===== src/rtl/ibex_instr_wb_bridge.sv =====
// Ibex instruction-fetch (req/gnt/rvalid) to Wishbone B4 pipelined read master.
// Tracks outstanding transfers and can optionally register the response path.
module ibex_instr_wb_bridge #(
    parameter int unsigned MAX_OUTSTANDING = 2,
    parameter bit          REG_RSP         = 1'b0
) (
    input  logic        clk_i,
    input  logic        rst_ni,

    input  logic        instr_req_i,
    output logic        instr_gnt_o,
    input  logic [31:0] instr_addr_i,
    output logic        instr_rvalid_o,
    output logic [31:0] instr_rdata_o,
    output logic        instr_err_o,

    output logic        wb_cyc_o,
    output logic        wb_stb_o,
    output logic [31:0] wb_adr_o,
    output logic        wb_we_o,
    output logic [3:0]  wb_sel_o,
    output logic [31:0] wb_dat_o,
    input  logic        wb_stall_i,
    input  logic        wb_ack_i,
    input  logic        wb_err_i,
    input  logic [31:0] wb_dat_i,

    output logic        protocol_err_o
);

    localparam int unsigned      CNT_W   = $clog2(MAX_OUTSTANDING + 1);
    localparam logic [CNT_W-1:0] CNT_MAX = CNT_W'(MAX_OUTSTANDING);

    logic [CNT_W-1:0] cnt_q, cnt_d;
    logic             protocol_err_q, protocol_err_d;
    logic             busy, can_issue, stb, accept, rsp, rsp_ok;

    always_comb begin
        busy      = (cnt_q != '0);
        can_issue = (cnt_q < CNT_MAX);
        // Strobe is gated by reset so the bus is quiet while held in reset.
        stb       = instr_req_i & can_issue & rst_ni;
        accept    = stb & ~wb_stall_i;
        rsp       = wb_ack_i | wb_err_i;
        rsp_ok    = rsp & busy;

        cnt_d = cnt_q;
        if (accept && !rsp_ok) begin
            cnt_d = cnt_q + CNT_W'(1);
        end else if (!accept && rsp_ok) begin
            cnt_d = cnt_q - CNT_W'(1);
        end

        protocol_err_d = protocol_err_q | (rsp & ~busy);
    end

    always_ff @(posedge clk_i or negedge rst_ni) begin
        if (!rst_ni) begin
            cnt_q          <= '0;
            protocol_err_q <= 1'b0;
        end else begin
            cnt_q          <= cnt_d;
            protocol_err_q <= protocol_err_d;
        end
    end

    assign wb_stb_o       = stb;
    assign wb_cyc_o       = stb | busy;
    assign wb_adr_o       = instr_addr_i;
    assign wb_we_o        = 1'b0;
    assign wb_sel_o       = 4'b1111;
    assign wb_dat_o       = 32'h0;
    assign instr_gnt_o    = accept;
    assign protocol_err_o = protocol_err_q;

    if (REG_RSP) begin : g_reg_rsp
        logic        rsp_valid_q, rsp_valid_d;
        logic        rsp_err_q, rsp_err_d;
        logic [31:0] rsp_data_q, rsp_data_d;

        always_comb begin
            rsp_valid_d = rsp_ok;
            rsp_data_d  = rsp_data_q;
            rsp_err_d   = rsp_err_q;
            if (rsp) begin
                rsp_data_d = wb_dat_i;
                rsp_err_d  = wb_err_i;
            end
        end

        always_ff @(posedge clk_i or negedge rst_ni) begin
            if (!rst_ni) begin
                rsp_valid_q <= 1'b0;
                rsp_data_q  <= 32'h0;
                rsp_err_q   <= 1'b0;
            end else begin
                rsp_valid_q <= rsp_valid_d;
                rsp_data_q  <= rsp_data_d;
                rsp_err_q   <= rsp_err_d;
            end
        end

        assign instr_rvalid_o = rsp_valid_q;
        assign instr_rdata_o  = rsp_data_q;
        assign instr_err_o    = rsp_err_q;
    end else begin : g_comb_rsp
        assign instr_rvalid_o = rsp_ok;
        assign instr_rdata_o  = wb_dat_i;
        assign instr_err_o    = wb_err_i;
    end

endmodule


===== config.mk =====
export PLATFORM = sky130hd
export DESIGN_NAME = ibex_instr_wb_bridge
export DESIGN_NICKNAME = d
export VERILOG_FILES = /design/src/rtl/ibex_instr_wb_bridge.sv
export SDC_FILE = /design/constraint.sdc
export NUM_CORES = 1
export LEC_CHECK = 0
export CORE_UTILIZATION = 20
export DETAILED_ROUTE_END_ITERATION = 12
export PLACE_DENSITY = 0.91
export SLEW_MARGIN = 20
export SYNTH_ARGS = -nofsm -noshare
export SYNTH_HDL_FRONTEND = slang
export SYNTH_SLANG_ARGS = --single-unit

===== constraint.sdc =====
create_clock -name clk_i -period 1.7 [get_ports clk_i]
set_input_delay 0.34 -clock clk_i [delete_from_list [all_inputs] [get_ports clk_i]]
set_output_delay 0.34 -clock clk_i [all_outputs]
set_load 0.05 [all_outputs]

==> results of run 1 <==
logic make-up after synthesis:
family | Yosys count | share of synthesized area [%]
buffers and inverters | 104 | 82.62
AND/OR/NAND/NOR | 7 | 2.940
XOR/XNOR | 3 | 2.808
flip-flops | 3 | 8.021
AO/OA/AOI/OAI | 2 | 1.471
other | 2 | 0.8024
adder cells (fa/ha/maj) | 1 | 1.337
placed cells by master, fill, tap and decap left out:
cell and n:
buf_4 3, clkbuf_8 3, nor2_1 4, xor2_1 2
nand2_1 1, clkdlybuf4s50_1 3, ha_1 1, xnor2_1 1
dlymetal6s2s_1 2, dfrtp_1 3, o22ai_2 1, clkbuf_1 1
inv_1 2, buf_12 5, nor3_4 1, nand2_2 1
conb_1 37, o31ai_1 1, buf_6 1
per-layer routing:
metal  track usage (%)  wire length [µm]  part of all wire [%]
met1             3.033               305                    21
met4             11.11               259                    18
met5                 0                 0                     0
met3             4.618               258                    18
met2             7.090               629                    43
per-stage QoR:
step / std cells / power, W
6_report: 125 / 0.0008994
3_5_place_dp: 121 / 0.0006852
4_1_cts: 125 / 0.0008964
2_1_floorplan: 157 / 0.0009781
3_3_place_gp: 121 / 0.0006723
5_1_grt: 125 / 0.0009446
path summary, 6_finish.rpt:
kind                                  end  slack (ns)  cells after the start
max                           instr_gnt_o        0.12                      4
min                        protocol_err_o        0.06                      2
max reg2reg                      cnt_q[1]        0.32                      5
min reg2reg                protocol_err_o        0.49                      2
max in group asynchronous        cnt_q[0]        1.54                      2
min in group clk_i         protocol_err_o        0.49                      2
cell usage after synthesis:
master	number	area (µm²)
xnor2_1	1	8.760
buf_4	102	765.7
xor2_1	2	17.52
dfrtp_1	3	75.07
conb_1	2	7.510
ha_1	1	12.51
nor2_1	4	15.01
o31ai_1	1	7.510
inv_1	2	7.510
nand2_1	2	7.510
nor3_1	1	5.000
o22ai_1	1	6.260
flip-flops by register name, indices dropped and copies added, names as in the netlist:
name	cells
cnt_q	2
protocol_err_o	1
cell type report:
cell class              instances  area (µm²)  share of cell area (%)
multi-input cells              50       239.0                   38.51
well taps                      52       65.06                   10.48
flip-flops and latches          3       75.07                   12.10
inverters                       2       7.507                   1.210
repair buffers                 14       188.9                   30.44
clock buffers                   4       45.04                   7.258
worst reg2reg max path: cells and delay by family, from the launching register on:
family | cells | cell delay [ns]
xor+xnor | 2 | 0.30
flops | 1 | 0.45
fa+ha+maj | 1 | 0.19
simple gates | 2 | 0.30
report_power, final:
group          internal (W)  switching [W]
Combinational      0.000175       0.000368
Sequential        0.0000992      0.0000513
Clock              0.000160      0.0000455
Total              0.000434       0.000465
what timing repair did:
item,in CTS,in global routing
buffers inserted,0,0
setup endpoints to repair,1,2
resized for setup,1,4
hold endpoints to repair,0,0
pin swaps,0,2
cloned,0,0
==> flow_summary.yaml, run 1 <==
sta:
  worst_slack_ns: 0.1161
  maxSlewViolCount: 0
  fin_crit_sh_pct: 93.17
  fmax_mhz: 631.3
  holdWs_ns: 0.06171
  rsz0062_at_grt: "no"
  fin_skew_ns: 0.004117
  hold_viol_final: 0
  period_needed_ns: 1.584
  setup_tns_ns: 0
  setup-violations-final: 0
routing:
  postRouteAntennaNets: 0
  drc: 0
  wire_per_inst_um: 11.62
  dr.pass1.iters: 2
  wl_mm: 1.453
  vias: 367
  vias_per_cell: 2.936
  first_iter_violations: 2
hold_path:
  min_path_type: "primary input to async pin"
logic_synthesis:
  netlist_area_um2: 935.9
  syn_avg_cell_area_um2: 7.671
  yosysUniqueCellTypes: 12
  yosysSeqAreaShare_pct: 8.021
  netlist_instances: 122
  synth_warnings: 0
  ys_ff_latch: 3
clock_network:
  cts_tree: "built"
  clock-sinks: 3
  clk_pin_slew_ns: 0.03
  postCtsHoldBufs: 0
  clock_path_buffers: 2
  clk_latency_ns: 0.21
  cts-root-buf: "clkbuf_8"
  cts_buffers: 3
  htreeDepth: 1
setup_path:
  crit_path_end_kind: "primary output"
  crit_arrival_ns: 1.24
  startpoint: "wb_stall_i"
  timing.rr.start: "cnt_q[1]"
  cp.required_ns: 1.36
  cp.buffers_inverters: 3
  critPathMaxStageDelay_ns: 0.47
  crit_slowest_cell: "clkdlybuf4s50_1"
  cp_max_fo: 2
  path_class: "primary input to primary output"
  critical_path.top_delay_family: "buffers and inverters"
  path_cells: "clkdlybuf4s50_1 -> nor3_4 -> buf_6 -> buf_12"
  start_kind: "primary input"
layout:
  antenna_cells: 0
  finish.utilization_pct: 14.06
  area_growth_pct: -33.69
  fin_nets: 145
  drive_gt1_share_pct: 20.55
  fillers: 500
  final_cell_area_um2: 620.6
pwr:
  pwr_density_cell_nw_per_um2: 1449
  p_leak_nw: 0.3378
  vdd_ir_drop_max_v: 0.0005376
grt:
  overflow: 0
  grt_pass1_wl_mm: 1.856
  antenna_found_initial: 0
  grt_max_degree: 7
  grt_pass1_vias: 340
  grt_util_all_layers_pct: 5.522
place:
  portBuffers: 11
  dp_slack_ns: -0.07289
  dp_hpwl_mm: 1.237
  place.gp.congestion: 0.6215
  place_area_um2: 558.0
floorplan:
  core_area_um2: 4414
  dieArea_um2: 4957
  ios: 177
  dieWidth_um: 70.41
  start_util_pct: 21.20
  fp-row-count: 24
  die_y_um: 70.41
run:
  maxCapViolCount: 0
outcome:
  status: "complete, no violations"
Power figures use the tool's default switching activity.
==> inputs of run 2 (changes only) <==
Settings changed: SETUP_SLACK_MARGIN set to 0.1.
==> flow_summary.yaml, run 2 (same netlist as run 1, synthesis figures left out) <==
outcome:
  status: "complete, no violations"
clock_network:
  clock_path_buffers: 2
  cts_buffers: 3
  clock-sinks: 3
  clk_latency_ns: 0.21
  cts_tree: "built"
  htreeDepth: 1
  postCtsHoldBufs: 0
  clk_pin_slew_ns: 0.03
  cts-root-buf: "clkbuf_8"
routing:
  vias_per_cell: 3.142
  postRouteAntennaNets: 0
  dr.pass1.iters: 4
  vias: 399
  drc: 0
  wl_mm: 1.470
  wire_per_inst_um: 11.57
  first_iter_violations: 2
sta:
  fin_crit_sh_pct: 90.71
  rsz0062_at_grt: "no"
  period_needed_ns: 1.542
  fin_skew_ns: 0.002679
  fmax_mhz: 648.5
  hold_viol_final: 0
  setup_tns_ns: 0
  setup-violations-final: 0
  maxSlewViolCount: 0
  worst_slack_ns: 0.1579
layout:
  ff_latch_area_um2: 76.32
  multi_input_area_um2: 245.2
  area_growth_pct: -33.29
  final_cells: 127
  largest_reg_flops: 2
  fin_nets: 147
  layout_common_cells: "conb_1, buf_4, nor2_1, dlygate4sd2_1, buf_12"
  fillers: 498
  drive_gt1_share_pct: 24.00
  largest-register: "cnt_q"
  final_cell_area_um2: 624.3
  mostFrequentLayoutCell: "conb_1"
  antenna_cells: 0
place:
  place_area_um2: 566.8
  place.gp.congestion: 0.6557
  portBuffers: 11
  dp_cells: 122
  dp_slack_ns: -0.04404
  dp_hpwl_mm: 1.177
setup_path:
  path_class: "primary input to primary output"
  timing.rr.end: "cnt_q[1]"
  start_kind: "primary input"
  crit_slowest_cell: "clkdlybuf4s50_1"
  critPathMaxStageDelay_ns: 0.46
  crit_arrival_ns: 1.20
  ff2ff_setup_slack_ns: 0.30
  cp_max_fo: 2
  timing.rr.start: "cnt_q[1]"
  cp.required_ns: 1.36
  path_cells: "clkdlybuf4s50_1 -> nor3_4 -> buf_6 -> buf_12"
  r2r_cells: 6
  crit_path_end_kind: "primary output"
pwr:
  pwr_density_cell_nw_per_um2: 1436
  p_leak_nw: 0.3269
  vdd_ir_drop_max_v: 0.0004316
  pwr-share-comb_pct: 60.0
  swShare_pct: 51.64
  pwr-share-clk_pct: 23.1
  internal_power_w: 0.0004336
  power_w: 0.0008967
  seq_power_share_pct: 16.9
  switchingPower_w: 0.0004631
floorplan:
  ios: 177
  die_y_um: 70.41
  fp-row-count: 24
  start_util_pct: 21.20
  core_area_um2: 4414
  dieArea_um2: 4957
  dieWidth_um: 70.41
grt:
  grt_pass1_wl_mm: 1.883
  grt_pass1_vias: 332
  overflow: 0
  grt_max_degree: 7
  grt_util_all_layers_pct: 5.134
  antenna_found_initial: 0
hold_path:
  min_path_type: "primary input to async pin"
run:
  maxCapViolCount: 0
run 2: changes by cell type in the layout (fill, tap and decap cells not counted), sizes merged:
cell	change
dlygate4sd2	+4
dlymetal6s2s	-2
clkdlybuf4s50	-2
buf	+2
run 2: layer usage:
| layer | wire, µm | global-route usage (%) | vias up | share of wire, % |
|---|---|---|---|---|
| met5 | 0 | 0 | - | 0 |
| met4 | 304 | 12.44 | 0 | 21 |
| met3 | 321 | 4.906 | 48 | 22 |
| met2 | 569 | 5.185 | 56 | 39 |
| met1 | 274 | 2.775 | 160 | 19 |
| li1 | - | - | 135 | - |
run 2: what timing repair did:
item                       in CTS  in global routing
gates resized for setup         7                  0
setup endpoints to repair       3                  0
setup buffers                   1                  0
run 2: worst max-delay path: cells and delay by family:
family / cells / cell delay [ns]
simple gates: 1 / 0.15
buf+inv: 3 / 0.71
run 2: power groups by stage:
stage	Clock (W)	Sequential, W	Combinational [W]
after global routing	0.000225	0.000157	0.000563
final	0.000208	0.000151	0.000538
after global placement	0	0.000149	0.000520
after floorplan	0	0.000141	0.000852
after detailed placement	0	0.000152	0.000526
after CTS	0.000213	0.000152	0.000541
run 2: cell type report:
cell class / count / area share (%)
Multi-Input combinational cell: 50 / 39.28
Timing Repair Buffer: 16 / 29.66
Sequential cell: 3 / 12.22
Tap cell: 52 / 10.42
Clock buffer: 4 / 7.214
Inverter: 2 / 1.202
run 2: how the worst max path moves through the flow:
stage	from	end	cells after the start
after floorplan	cnt_q[1]	cnt_q[1]	5
after global placement	rst_ni	instr_gnt_o	5
after detailed placement	rst_ni	instr_gnt_o	5
after CTS	wb_stall_i	instr_gnt_o	4
after global routing	wb_stall_i	instr_gnt_o	4
final	wb_stall_i	instr_gnt_o	4
run 2: per-stage QoR:
| stage | utilization [%] | hold WS, ns |
|---|---|---|
| after floorplan | - | 0.04441 |
| after global placement | 12.84 | 0.4506 |
| after detailed placement | 12.84 | 0.4937 |
| after CTS | 14.14 | 0.1779 |
| after global routing | 14.14 | 0.2058 |
| final | 14.14 | 0.1831 |
==> edit 1: new RTL, settings of run 1 <==
`MAX_OUTSTANDING`: 2 -> 8.
--- a/src/rtl/ibex_instr_wb_bridge.sv
+++ b/src/rtl/ibex_instr_wb_bridge.sv
@@ -2,5 +2,5 @@
 // Tracks outstanding transfers and can optionally register the response path.
 module ibex_instr_wb_bridge #(
-    parameter int unsigned MAX_OUTSTANDING = 2,
+    parameter int unsigned MAX_OUTSTANDING = 8,
     parameter bit          REG_RSP         = 1'b0
 ) (
Behaviour: not the same (Yosys sat finds a counterexample within 4 cycles, from zero or initial values and one cycle with rst_ni low).
==> edit 1 against run 1 <==
The flow now finishes with violations (negative setup slack); sequential cell count grew 2; design area grew 65%; via count grew 64%; critical path type is now flop to flop; setup slack lost 0.63 ns; critical endpoint is now cnt_q[3]; wire length grew 30%; synthesized area grew 24%.
Power is not compared: it rests on default switching activity, and its combinational part moved more than twofold at a synthesized area within 25%.
==> edit 1: results (changes against run 1) <==
[metrics] outcome: finished, violations left
[metrics] violated checks: negative setup slack
[metrics] Final WS setup: -0.518 ns (-0.634 ns)
[metrics] most area-consuming cells after synthesis: sky130_fd_sc_hd__buf_4 66%, sky130_fd_sc_hd__dfrtp_1 11%, sky130_fd_sc_hd__ha_1 3.2%
[metrics] max FFs per register: 4 (+2)
[metrics] final count of negative-setup-slack endpoints: 5 (+5)
[metrics] wire length of the first global-routing pass: 2.68 mm (+45%)
[metrics] number of cells traversed by the worst register-to-register path: 8 (+3)
[metrics] RePlAce Congestion: 0.784 (+26%)
[metrics] final worst hold slack: 0.169 ns (+0.108 ns)
[metrics] fraction of the yosys area taken by sequential cells: 10.8% (+2.7 points)
[metrics] met2 track utilization from global routing: 8.86% (+1.8 points)
[metrics] reg-to-reg startpoint: cnt_q[0]
[metrics] slowest CP cell: sky130_fd_sc_hd__or4_4
[metrics] Worst path max stage delay: 0.56 ns (+0.09 ns)
[metrics] critical-path maximum fanout: 4 (+2)
[metrics] Total GRT Usage: 6.04% (+0.52 points)
[metrics] count of different cell masters after synthesis: 24 (+12)
[metrics] Clock transition at path regs: ~0.04 ns
[metrics] Setup Slack @ Placement: -0.639 ns (-0.566 ns)
[metrics] met2 wire length: 859 um (+37%)
[metrics] vias in the first global route: 558 (+64%)
[metrics] Clock Skews: 0.00232 ns (-0.00179 ns)
[metrics] Crit. Startpoint: cnt_q[0]
[metrics] Max VDD drop: ~0.00044 V
[metrics] capture point of the critical path: cnt_q[3]
[metrics] total half-perimeter wirelength after legalization and detailed placement: 1.50 mm (+21%)
[metrics] sum of routed wire length over all layers: 1.90 mm (+30%)
[metrics] Synth top cells by count: 102 x sky130_fd_sc_hd__buf_4, 5 x sky130_fd_sc_hd__dfrtp_1, 4 x sky130_fd_sc_hd__nand2_1
[metrics] Top Family by Delay on Critical Path: simple AND/OR/NAND/NOR gates
[metrics] met3 track demand over resource in global routing: 3.49% (-1.1 points)
[metrics] synthesized instance count: 143 (+17%)
[metrics] detailed-route wire length on metal 1: 473 um (+55%)
[metrics] per-cell via count in the routed design: 3.34 (+14%)
[metrics] share of post-route cells with drive strength above 1: 40.7% (+20 points)
[metrics] cell count after placement: 172 (+42%)
[metrics] Starting DRT DRC Count: 30 (+28)
[metrics] detailed-routed wire length on met3: 257 um (-0.39%)
## edit 1: power groups by stage
| stage | Clock [W] | Sequential, W | Combinational (W) |
|---|---|---|---|
| final | 0.000220 | 0.000207 | 0.00114 |
| after global routing | 0.000239 | 0.000214 | 0.00123 |
| after CTS | 0.000226 | 0.000207 | 0.00112 |
| after detailed placement | 0 | 0.000208 | 0.00108 |
| after global placement | 0 | 0.000204 | 0.00104 |
| after floorplan | 0 | 0.000272 | 0.00113 |
## edit 1: through the flow
stage	setup TNS, ns	total power (W)	area, um2	utilization (%)
after floorplan	-1.30	0.00140	1350	-
after global placement	-1.67	0.00124	928	16.8
after detailed placement	-1.88	0.00129	928	16.8
after CTS	-1.51	0.00156	1010	18.2
after global routing	-1.95	0.00168	1020	18.5
final	-1.60	0.00157	1020	18.5
## edit 1: cell families after synthesis
logic type	after synthesis	synth area share, %
XOR/XNOR	2	1.51
AO/OA/AOI/OAI	8	6.13
other	2	0.645
AND/OR/NAND/NOR	15	7.31
multiplexers	2	1.83
flip-flops	5	10.8
buffers and inverters	105	66.9
adder cells (fa/ha/maj)	4	4.95
## edit 1: area by class of cell
| cell class | count | area (um2) |
|---|---|---|
| multi-input combinational | 68 | 458 |
| inverter | 2 | 10.0 |
| tap | 72 | 90.1 |
| timing repair buffer | 29 | 293 |
| fill | 609 | 4520 |
| sequential | 5 | 126 |
| clock buffer | 3 | 41.3 |
| clock inverter | 1 | 5.00 |
## edit 1: timing repair
item	CTS	global route
pin swaps	8	3
resized for setup	9	1
setup buffers	3	1
hold endpoints to repair	0	0
setup endpoints to repair	6	6
hold buffers	0	0
==> edit 2: new RTL, flow settings as in run 1 <==
Made on the original files. Register the output `instr_err_o`; this adds one clock of latency there. The other outputs are not delayed to match.
--- a/src/rtl/ibex_instr_wb_bridge.sv
+++ b/src/rtl/ibex_instr_wb_bridge.sv
@@ -31,4 +31,6 @@
     localparam int unsigned      CNT_W   = $clog2(MAX_OUTSTANDING + 1);
     localparam logic [CNT_W-1:0] CNT_MAX = CNT_W'(MAX_OUTSTANDING);
+
+    logic instr_err_d;
 
     logic [CNT_W-1:0] cnt_q, cnt_d;
@@ -103,9 +105,13 @@
         assign instr_rvalid_o = rsp_valid_q;
         assign instr_rdata_o  = rsp_data_q;
-        assign instr_err_o    = rsp_err_q;
+        assign instr_err_d    = rsp_err_q;
     end else begin : g_comb_rsp
         assign instr_rvalid_o = rsp_ok;
         assign instr_rdata_o  = wb_dat_i;
-        assign instr_err_o    = wb_err_i;
+        assign instr_err_d    = wb_err_i;
+    end
+
+    always_ff @(posedge clk_i) begin
+        instr_err_o <= instr_err_d;
     end
 
Behaviour: not the same (Yosys sat finds a counterexample within 4 cycles, from zero or initial values and one cycle with rst_ni low).
==> edit 2 against run 1 <==
The flow now finishes with violations (design-rule violations); sequential cell count up 1; register-to-register slack got worse by 0.06 ns; setup slack worse by 0.025 ns; clock skew decreased by 0.0025 ns; synthesized area increased by 1.3%; count of clock-buffer cells in the layout stayed put; power increased by 3.1%; hold slack improved by 0.015 ns; design area rose by 2.4%; wire length rose by 1.9%.
==> edit 2: results (changes against run 1) <==
[metrics] Starting DRT DRC Count: 35 (+33)
[metrics] most area-consuming cells after synthesis: sky130_fd_sc_hd__buf_4 80%, sky130_fd_sc_hd__dfrtp_1 7.9%, sky130_fd_sc_hd__dfxtp_1 2.1%
[metrics] adder and majority gate portion of the synthesized area: 1.32% (-0.018 points)
[metrics] nets@finish: 147 (+1.4%)
[metrics] register bit total from synthesis: 4 (+1)
[metrics] multi-input gate share of the layout cell area: 37.6% (-0.91 points)
[metrics] outcome: finished, violations left
[metrics] met1 layer usage reported by global route: 2.32% (-0.71 points)
[metrics] Synth top cells by count: 101 x sky130_fd_sc_hd__buf_4, 4 x sky130_fd_sc_hd__nor2_1, 3 x sky130_fd_sc_hd__dfrtp_1
[metrics] wire length of the first global-routing pass: 1.88 mm (+1.1%)
[metrics] largest net degree at the start of global routing: 7 (unchanged)
[metrics] violated checks: design-rule violations
[metrics] Register Area: 95.1 um2 (+27%)
[metrics] capture point of the critical path: instr_rvalid_o
[metrics] total half-perimeter wirelength after legalization and detailed placement: 1.15 mm (-7.1%)
[metrics] share of the synthesized area in compound gates (AO/OA/AOI/OAI): 1.45% (-0.019 points)
[metrics] Crit. Startpoint: wb_err_i
[metrics] setup slack, reg-to-reg: 0.26 ns (-0.06 ns)
[metrics] met2 wire length: 503 um (-20%)
[metrics] signal arrival time at the worst endpoint: 1.27 ns (+0.03 ns)
[metrics] Non-Clock Buffer Area Fraction: 28.9% (-1.5 points)
[metrics] Final WS setup: 0.0912 ns (-0.0248 ns)
[metrics] Filler Cells Inserted: 512 (+2.4%)
[metrics] ys async rst share: 75.0% (-25 points)
[metrics] Total GRT Usage: 5.85% (+0.33 points)
[metrics] Plain + repair buffers: 15 (+1)
[metrics] vias in the first global route: 354 (+4.1%)
[metrics] number of warnings reported in the yosys synthesis log: 0 (unchanged)
[metrics] clock network contribution to total cell area: 7.09% (-0.17 points)
[metrics] RePlAce Congestion: 0.707 (+14%)
[metrics] detailed-route wire length on metal 1: 236 um (-23%)
[metrics] Clock Skews: 0.00165 ns (-0.00247 ns)
[metrics] Worst path max stage delay: 0.45 ns (-0.02 ns)
[metrics] count of different cell masters after synthesis: 13 (+1)
[metrics] Max VDD drop: 0.000273 V (-49%)
[metrics] quantity of hold-fixing buffers added after cts: 0 (unchanged)
[metrics] per-cell via count in the routed design: 3.17 (+7.8%)
[metrics] number of DRC violations after detailed routing: 22 (+22)
[metrics] met2 track utilization from global routing: 5.02% (-2.1 points)
[metrics] register name with the most flops: cnt_q
[metrics] fraction of the yosys area taken by sequential cells: 10.0% (+2.0 points)
[metrics] sum of routed wire length over all layers: 1.48 mm (+1.9%)
[metrics] share of post-route cells with drive strength above 1: 21.3% (+0.79 points)
[metrics] xor and xnor area share after synthesis: 2.77% (-0.037 points)
[metrics] detailed-routed wire length on met3: 455 um (+76%)
[metrics] highest routed layer: met4
[metrics] CTS Buf Count: 3 (unchanged)
[metrics] Setup Slack @ Placement: -0.0443 ns (+0.0286 ns)
[metrics] number of cells traversed by the worst register-to-register path: 6 (+1)
==> edit 2: changes by cell type after synthesis <==
cell	delta
sky130_fd_sc_hd__buf_4	-1
sky130_fd_sc_hd__dfxtp_1	+1
==> edit 2: logic make-up (layout without fill, tap and decap cells) <==
| kind of cell | count (synthesis) | after routing |
|---|---|---|
| buf+inv | 103 | 21 |
| simple gates | 7 | 7 |
| flops | 4 | 4 |
| xor+xnor | 3 | 3 |
| other cells | 2 | 37 |
| compound gates | 2 | 2 |
| fa+ha+maj | 1 | 1 |
==> edit 2: stage by stage <==
stage,cell area (um2),cells,total power (W),hold slack [ns]
global placement,558,121,0.000690,0.449
global route,636,127,0.000966,0.0874
detailed placement,558,121,0.000699,0.480
CTS,606,125,0.000923,0.430
floorplan,1090,157,0.00100,0.0444
finish,636,127,0.000927,0.0770
==> edit 2: power by group <==
part	leakage, nW	switching [W]	internal, W
clock	0.0228	0.0000539	0.000161
sequential	0.0405	0.0000531	0.000124
combinational	0.283	0.000361	0.000174
